==> src/rtl/rdma_pkg.sv <==
// Shared types and constants for the RDMA remap scheduler.
package rdma_pkg;

    localparam int unsigned RDMA_ADDR_W = 32;

    // Offset the remap unit adds to a local address to form the remote address.
    localparam logic [RDMA_ADDR_W-1:0] RDMA_REMOTE_BASE = 32'h8000_0000;

    typedef enum logic [1:0] {
        IDLE,
        WAIT,
        RESP
    } sched_state_t;

endpackage

==> src/rtl/rr_arbiter.sv <==
// Combinational round-robin arbiter: picks the first asserted request searching
// upward from last_grant+1 with wrap-around.
module rr_arbiter #(
    parameter int unsigned NUM_REQ = 4,
    localparam int unsigned ID_W   = $clog2(NUM_REQ)
) (
    input  logic [NUM_REQ-1:0] req,
    input  logic [ID_W-1:0]    last_grant,
    output logic [NUM_REQ-1:0] gnt,
    output logic [ID_W-1:0]    gnt_idx
);

    logic            found;
    logic [ID_W-1:0] idx;

    // Scan NUM_REQ positions starting just after the previous winner.
    always_comb begin
        gnt     = '0;
        gnt_idx = '0;
        found   = 1'b0;
        idx     = '0;
        for (int i = 1; i <= int'(NUM_REQ); i++) begin
            idx = ID_W'((int'(last_grant) + i) % int'(NUM_REQ));
            if (!found && req[idx]) begin
                found        = 1'b1;
                gnt[idx]     = 1'b1;
                gnt_idx      = idx;
            end
        end
    end

endmodule

==> src/rtl/rdma_remap_sched.sv <==
// Round-robin scheduler sharing one rdma_remap translation unit among NUM_REQ
// requesters; one transaction in flight at a time.
// Optional feature: define RDMA_REMAP_SCHED_CNT_EN to add per-requester 16-bit
// accept counters on output grant_cnt.
module rdma_remap_sched
    import rdma_pkg::*;
#(
    parameter int unsigned NUM_REQ   = 4,
    parameter int unsigned ADDR_W    = RDMA_ADDR_W,
    parameter int unsigned REMAP_LAT = 1,
    localparam int unsigned ID_W     = $clog2(NUM_REQ)
) (
    input  logic                      clk,
    input  logic                      rst_n,
    input  logic [NUM_REQ-1:0]        req_valid,
    input  logic [NUM_REQ*ADDR_W-1:0] req_addr,
    output logic [NUM_REQ-1:0]        req_ready,
    output logic [ADDR_W-1:0]         remap_local_addr,
    input  logic [ADDR_W-1:0]         remap_remote_addr,
    output logic                      rsp_valid,
    input  logic                      rsp_ready,
    output logic [ID_W-1:0]           rsp_id,
    output logic [ADDR_W-1:0]         rsp_addr
`ifdef RDMA_REMAP_SCHED_CNT_EN
    ,
    output logic [NUM_REQ*16-1:0]     grant_cnt
`endif
);

    localparam int unsigned CNT_W = (REMAP_LAT > 1) ? $clog2(REMAP_LAT) : 1;

    sched_state_t        state_q, state_d;
    logic [CNT_W-1:0]    cnt_q, cnt_d;
    logic [ID_W-1:0]     last_grant_q, last_grant_d;
    logic [ADDR_W-1:0]   local_addr_q, local_addr_d;
    logic [ID_W-1:0]     rsp_id_q, rsp_id_d;
    logic [ADDR_W-1:0]   rsp_addr_q, rsp_addr_d;
    logic                rsp_valid_q, rsp_valid_d;

    logic [NUM_REQ-1:0]  arb_gnt;
    logic [ID_W-1:0]     arb_idx;

    rr_arbiter #(
        .NUM_REQ (NUM_REQ)
    ) u_arb (
        .req        (req_valid),
        .last_grant (last_grant_q),
        .gnt        (arb_gnt),
        .gnt_idx    (arb_idx)
    );

    // Next-state logic; req_ready depends only on state and req_valid.
    always_comb begin
        state_d      = state_q;
        cnt_d        = cnt_q;
        last_grant_d = last_grant_q;
        local_addr_d = local_addr_q;
        rsp_id_d     = rsp_id_q;
        rsp_addr_d   = rsp_addr_q;
        rsp_valid_d  = rsp_valid_q;
        req_ready    = '0;
        unique case (state_q)
            IDLE: begin
                if (|req_valid) begin
                    req_ready    = arb_gnt;
                    local_addr_d = req_addr[arb_idx*ADDR_W +: ADDR_W];
                    rsp_id_d     = arb_idx;
                    last_grant_d = arb_idx;
                    cnt_d        = CNT_W'(REMAP_LAT - 1);
                    state_d      = WAIT;
                end
            end
            WAIT: begin
                if (cnt_q == '0) begin
                    rsp_addr_d  = remap_remote_addr;
                    rsp_valid_d = 1'b1;
                    state_d     = RESP;
                end else begin
                    cnt_d = cnt_q - 1'b1;
                end
            end
            RESP: begin
                if (rsp_ready) begin
                    rsp_valid_d = 1'b0;
                    state_d     = IDLE;
                end
            end
            default: state_d = IDLE;
        endcase
    end

    // State, wait counter and response registers.
    always_ff @(posedge clk or negedge rst_n) begin
        if (!rst_n) begin
            state_q      <= IDLE;
            cnt_q        <= '0;
            last_grant_q <= ID_W'(NUM_REQ - 1);
            local_addr_q <= '0;
            rsp_id_q     <= '0;
            rsp_addr_q   <= '0;
            rsp_valid_q  <= 1'b0;
        end else begin
            state_q      <= state_d;
            cnt_q        <= cnt_d;
            last_grant_q <= last_grant_d;
            local_addr_q <= local_addr_d;
            rsp_id_q     <= rsp_id_d;
            rsp_addr_q   <= rsp_addr_d;
            rsp_valid_q  <= rsp_valid_d;
        end
    end

    assign remap_local_addr = local_addr_q;
    assign rsp_valid        = rsp_valid_q;
    assign rsp_id           = rsp_id_q;
    assign rsp_addr         = rsp_addr_q;

`ifdef RDMA_REMAP_SCHED_CNT_EN
    logic [15:0] grant_cnt_q [NUM_REQ];

    // Count accepts per requester; 16-bit fields wrap naturally.
    always_ff @(posedge clk or negedge rst_n) begin
        if (!rst_n) begin
            for (int i = 0; i < int'(NUM_REQ); i++) begin
                grant_cnt_q[i] <= '0;
            end
        end else if (state_q == IDLE && |req_valid) begin
            grant_cnt_q[arb_idx] <= grant_cnt_q[arb_idx] + 16'd1;
        end
    end

    for (genvar g = 0; g < int'(NUM_REQ); g++) begin : g_cnt
        assign grant_cnt[g*16 +: 16] = grant_cnt_q[g];
    end
`endif

endmodule

==> config.mk <==
export PLATFORM = sky130hd
export DESIGN_NAME = rdma_remap_sched
export DESIGN_NICKNAME = d
export VERILOG_FILES = /design/src/rtl/rdma_pkg.sv /design/src/rtl/rr_arbiter.sv /design/src/rtl/rdma_remap_sched.sv
export SDC_FILE = /design/constraint.sdc
export NUM_CORES = 1
export LEC_CHECK = 0
export BUFFER_PORTS_ARGS = -buffer_cell sky130_fd_sc_hd__clkbuf_2
export CORE_MARGIN = 2
export CORE_UTILIZATION = 30
export DETAILED_ROUTE_END_ITERATION = 10
export HOLD_SLACK_MARGIN = 0.1
export PLACE_DENSITY = 0.59
export SETUP_SLACK_MARGIN = 0.15
export SYNTH_ARGS = -nofsm -noshare
export SYNTH_HDL_FRONTEND = slang
export SYNTH_HIERARCHICAL = 1
export SYNTH_SLANG_ARGS = --single-unit
==> constraint.sdc <==
create_clock -name clk -period 3.6 [get_ports clk]
set_input_delay 0.54 -clock clk [delete_from_list [all_inputs] [get_ports clk]]
set_output_delay 0.54 -clock clk [all_outputs]
set_load 0.02 [all_outputs]
==> impl_results.md <==
* Run status: finished, final reports clean
* Total clock buffers created by CTS at 9
* DRC at 0
* Antenna violations before repair at 0
* Adder and majority gate portion of the synthesized area at 0.0240
* Cell at the root of the clock tree: sky130_fd_sc_hd__clkbuf_16
* Net count after synthesis at 444
* Area occupied by registers at 1780 µm²
* Most frequent cells after synthesis: sky130_fd_sc_hd__dfrtp_1, sky130_fd_sc_hd__mux2_2, sky130_fd_sc_hd__mux4_2
* Most frequent cell after synthesis: sky130_fd_sc_hd__dfrtp_1
* Fraction of final layout cells with drive strength greater than 1 at 0.739
* Later-pin clock latency in the skew report at 330 ps
* Depth of the CTS H-tree at 3
* Setup repair after global routing missed its margin: false
* Core Region at 13,700 µm²
* Critical Path AT at 2690 ps
* Post-layout utilization of the core at 0.421
* VDD IR-drop max at 0.000397 V
* CTS Hold Buffers Added at 0
* Hold Vio Cnt, Final at 0
* Mean post-synth cell area at 15.5 µm²
* Final total negative setup slack at 0 ps
* Via count of the first global-routing pass at 3,270
* Kind of critical path: flip-flop to primary output
* Data required time of the critical path at 3060 ps
* RD Place Congestion at 0.810
* Largest net degree at the start of global routing at 72
* Type of element capturing the critical path: primary output
* Die X at 122 µm
* Fin worst setup slack at 372 ps
* Overall Global Routing Usage at 0.140
* Worst-path fanout max at 12
* DR WL/cell at 15.6 µm
* Synthesized-area fraction occupied by and/or/nand/nor cells at 0.0457
* HPWL after detailed placement at 8300 µm
* Footprint of the multi-input gates at 2180 µm²
* Unique masters post-synth at 40
* Count of antenna diodes in the layout at 0
* Minimum setup slack after placement at 321 ps
* Worst hold slack across all endpoints at 339 ps
* # placed instances at 669
* Global-route wire length before repair at 16,100 µm
* Antenna viol nets, final at 0
* Initial detailed-routing violation count at 184
* Min Tclk post-route at 3230 ps
* Total of max-cap violations at 0
* Path category of the worst min-delay check: input port to async pin
* Share of the synthesized area in the top cell type at 0.415
* Highest Clock Rate at 310 MHz
* Cells after Synth at 269
* Clock tree from TritonCTS: built
* Flop and latch count out of synthesis at 71
* Overall power consumption at 5.90 mW
* Actual transition at the worst max-transition pin at 885 ps
* Non-Filler Cell Area, Final at 5780 µm²
* Count of input and output buffers at 237
* Total number of nets in the final design at 675
* Most used flip-flop cell after synthesis: sky130_fd_sc_hd__dfrtp_1
* Io pins at 238
* Largest family of logic cells by synthesized area: multiplexers
* DIE AREA at 14,800 µm²
* Final period utilization at 0.897
* Kind of start point of the critical path: flip-flop
* Final Setup Violations at 0
* Top cells by area in the synthesized netlist: sky130_fd_sc_hd__dfrtp_1, sky130_fd_sc_hd__mux4_2, sky130_fd_sc_hd__mux2_2, sky130_fd_sc_hd__mux2_4, sky130_fd_sc_hd__ha_1
* Count of TritonRoute iterations in the first routing pass at 4
* Height of the die at 122 µm
* Share of the synthesized area in compound gates (AO/OA/AOI/OAI) at 0.0463
* Effective utilization at floorplan at 0.304
* Area added between synthesis and finish at 38.8%
* Cell taking the most area after synthesis: sky130_fd_sc_hd__dfrtp_1
* Max-slew headroom at the worst pin at 0.410
* Number of clock sinks at 71
* Clock tree skew after final layout at 6.63 ps
* Xor and xnor fraction of the mapped netlist area at 0
* Number of vias after detailed routing at 3,246
* Async S/R FF share, synth at 1.00
* Count of pins over their slew limit at 0
* Clock tree buffer depth at 2
* Final non-filler cell total at 685
* Area post-placement at 5440 µm²
* Sequential area share after synthesis at 0.427
* Leftover overflow at the end of global routing at 0
* Cell Rows at 43
* Leakage dissipation at 2.82 nW
* Final-layout fill cell count at 1,304
* Clock-pin transition on the worst setup and hold timing paths at 60 ps
* Netlist Area Pre-Place at 4170 µm²
* Mean number of vias per cell at 4.74
* Number of enable-type register cells in the synthesized netlist at 0
* Proportion of synthesized area in mux cells at 0.401
* Yosys warns at 6
* Power Dens Cells at 1020 nW/µm²
* Wire length after detailed routing at 10,700 µm
[per-layer routing]
| metal | vias to the layer above | wire length (µm) | global-route usage |
|---|---|---|---|
| met4 | 0 | 135 | 0.0424 |
| met5 | - | 0 | 0 |
| li1 | 1500 | - | - |
| met3 | 9 | 957 | 0.0468 |
| met2 | 179 | 5130 | 0.229 |
| met1 | 1558 | 4440 | 0.176 |
[where the power goes]
group          switching [mW]  internal, mW
clock                   0.363         0.616
combinational            1.67          1.77
sequential              0.249          1.24
[worst max-delay path, cell delays in order (launching register included)]
cell                       delay [ps]
sky130_fd_sc_hd__dfstp_2          640
sky130_fd_sc_hd__inv_1            190
sky130_fd_sc_hd__ha_4             380
sky130_fd_sc_hd__mux4_2           390
sky130_fd_sc_hd__nand2_1          100
sky130_fd_sc_hd__o21ai_0           80
sky130_fd_sc_hd__a221o_2          290
sky130_fd_sc_hd__and2_1           140
sky130_fd_sc_hd__clkbuf_2         150
[layout by cell type, fill, tap and decap left out, drive strengths merged, types with 3 or more instances in the layout]
| master | synthesis | routed |
|---|---|---|
| inv | 5 | 8 |
| a221o | 4 | 4 |
| ha | 8 | 8 |
| nor2b | 5 | 5 |
| clkbuf | 4 | 245 |
| mux2 | 69 | 69 |
| buf | 18 | 6 |
| and2 | 4 | 4 |
| nor2 | 3 | 3 |
| dfrtp | 69 | 69 |
| a21oi | 3 | 3 |
| a22oi | 3 | 3 |
| o21ai | 6 | 6 |
| nand2 | 12 | 12 |
| mux4 | 34 | 34 |
[flip-flops by register name, summed over array words and instances, names as in the netlist]
name / cells
rsp_id: 2
rsp_addr: 32
state_q: 2
last_grant_q: 2
rsp_valid: 1
remap_local_addr: 32
[final cells by class]
class,count,share of cell area
Timing Repair Buffer,242,0.214
Clock inverter,7,0.0180
Inverter,5,0.00454
Sequential cell,71,0.308
Clock buffer,9,0.0390
Tap cell,180,0.0390
Multi-Input combinational cell,171,0.378
[cell families (layout without fill, tap and decap cells)]
family,after synthesis,count (layout)
muxes,104,104
DFF,71,71
and+or+nand+nor,35,35
buffers and inverters,27,263
AOI/OAI and AO/OA,24,24
adders and majority gates,8,8
[worst paths after layout]
check,start,slack [ps],cells past startpoint,endpoint
max,last_grant_q[1],370,8,req_ready[1]
min,rst_n,340,1,rsp_addr[21]
max reg2reg,last_grant_q[1],460,9,remap_local_addr[4]
min reg2reg,rsp_addr[8],510,1,rsp_addr[8]
max in group asynchronous,rst_n,2700,1,remap_local_addr[8]
min in group clk,remap_remote_addr[22],440,2,rsp_addr[22]
[timing repair]
action,CTS,global route
setup buffers,0,0
resized for setup,0,2
setup endpoints to repair,0,32
No activity file was read; power rests on OpenSTA's default activity.
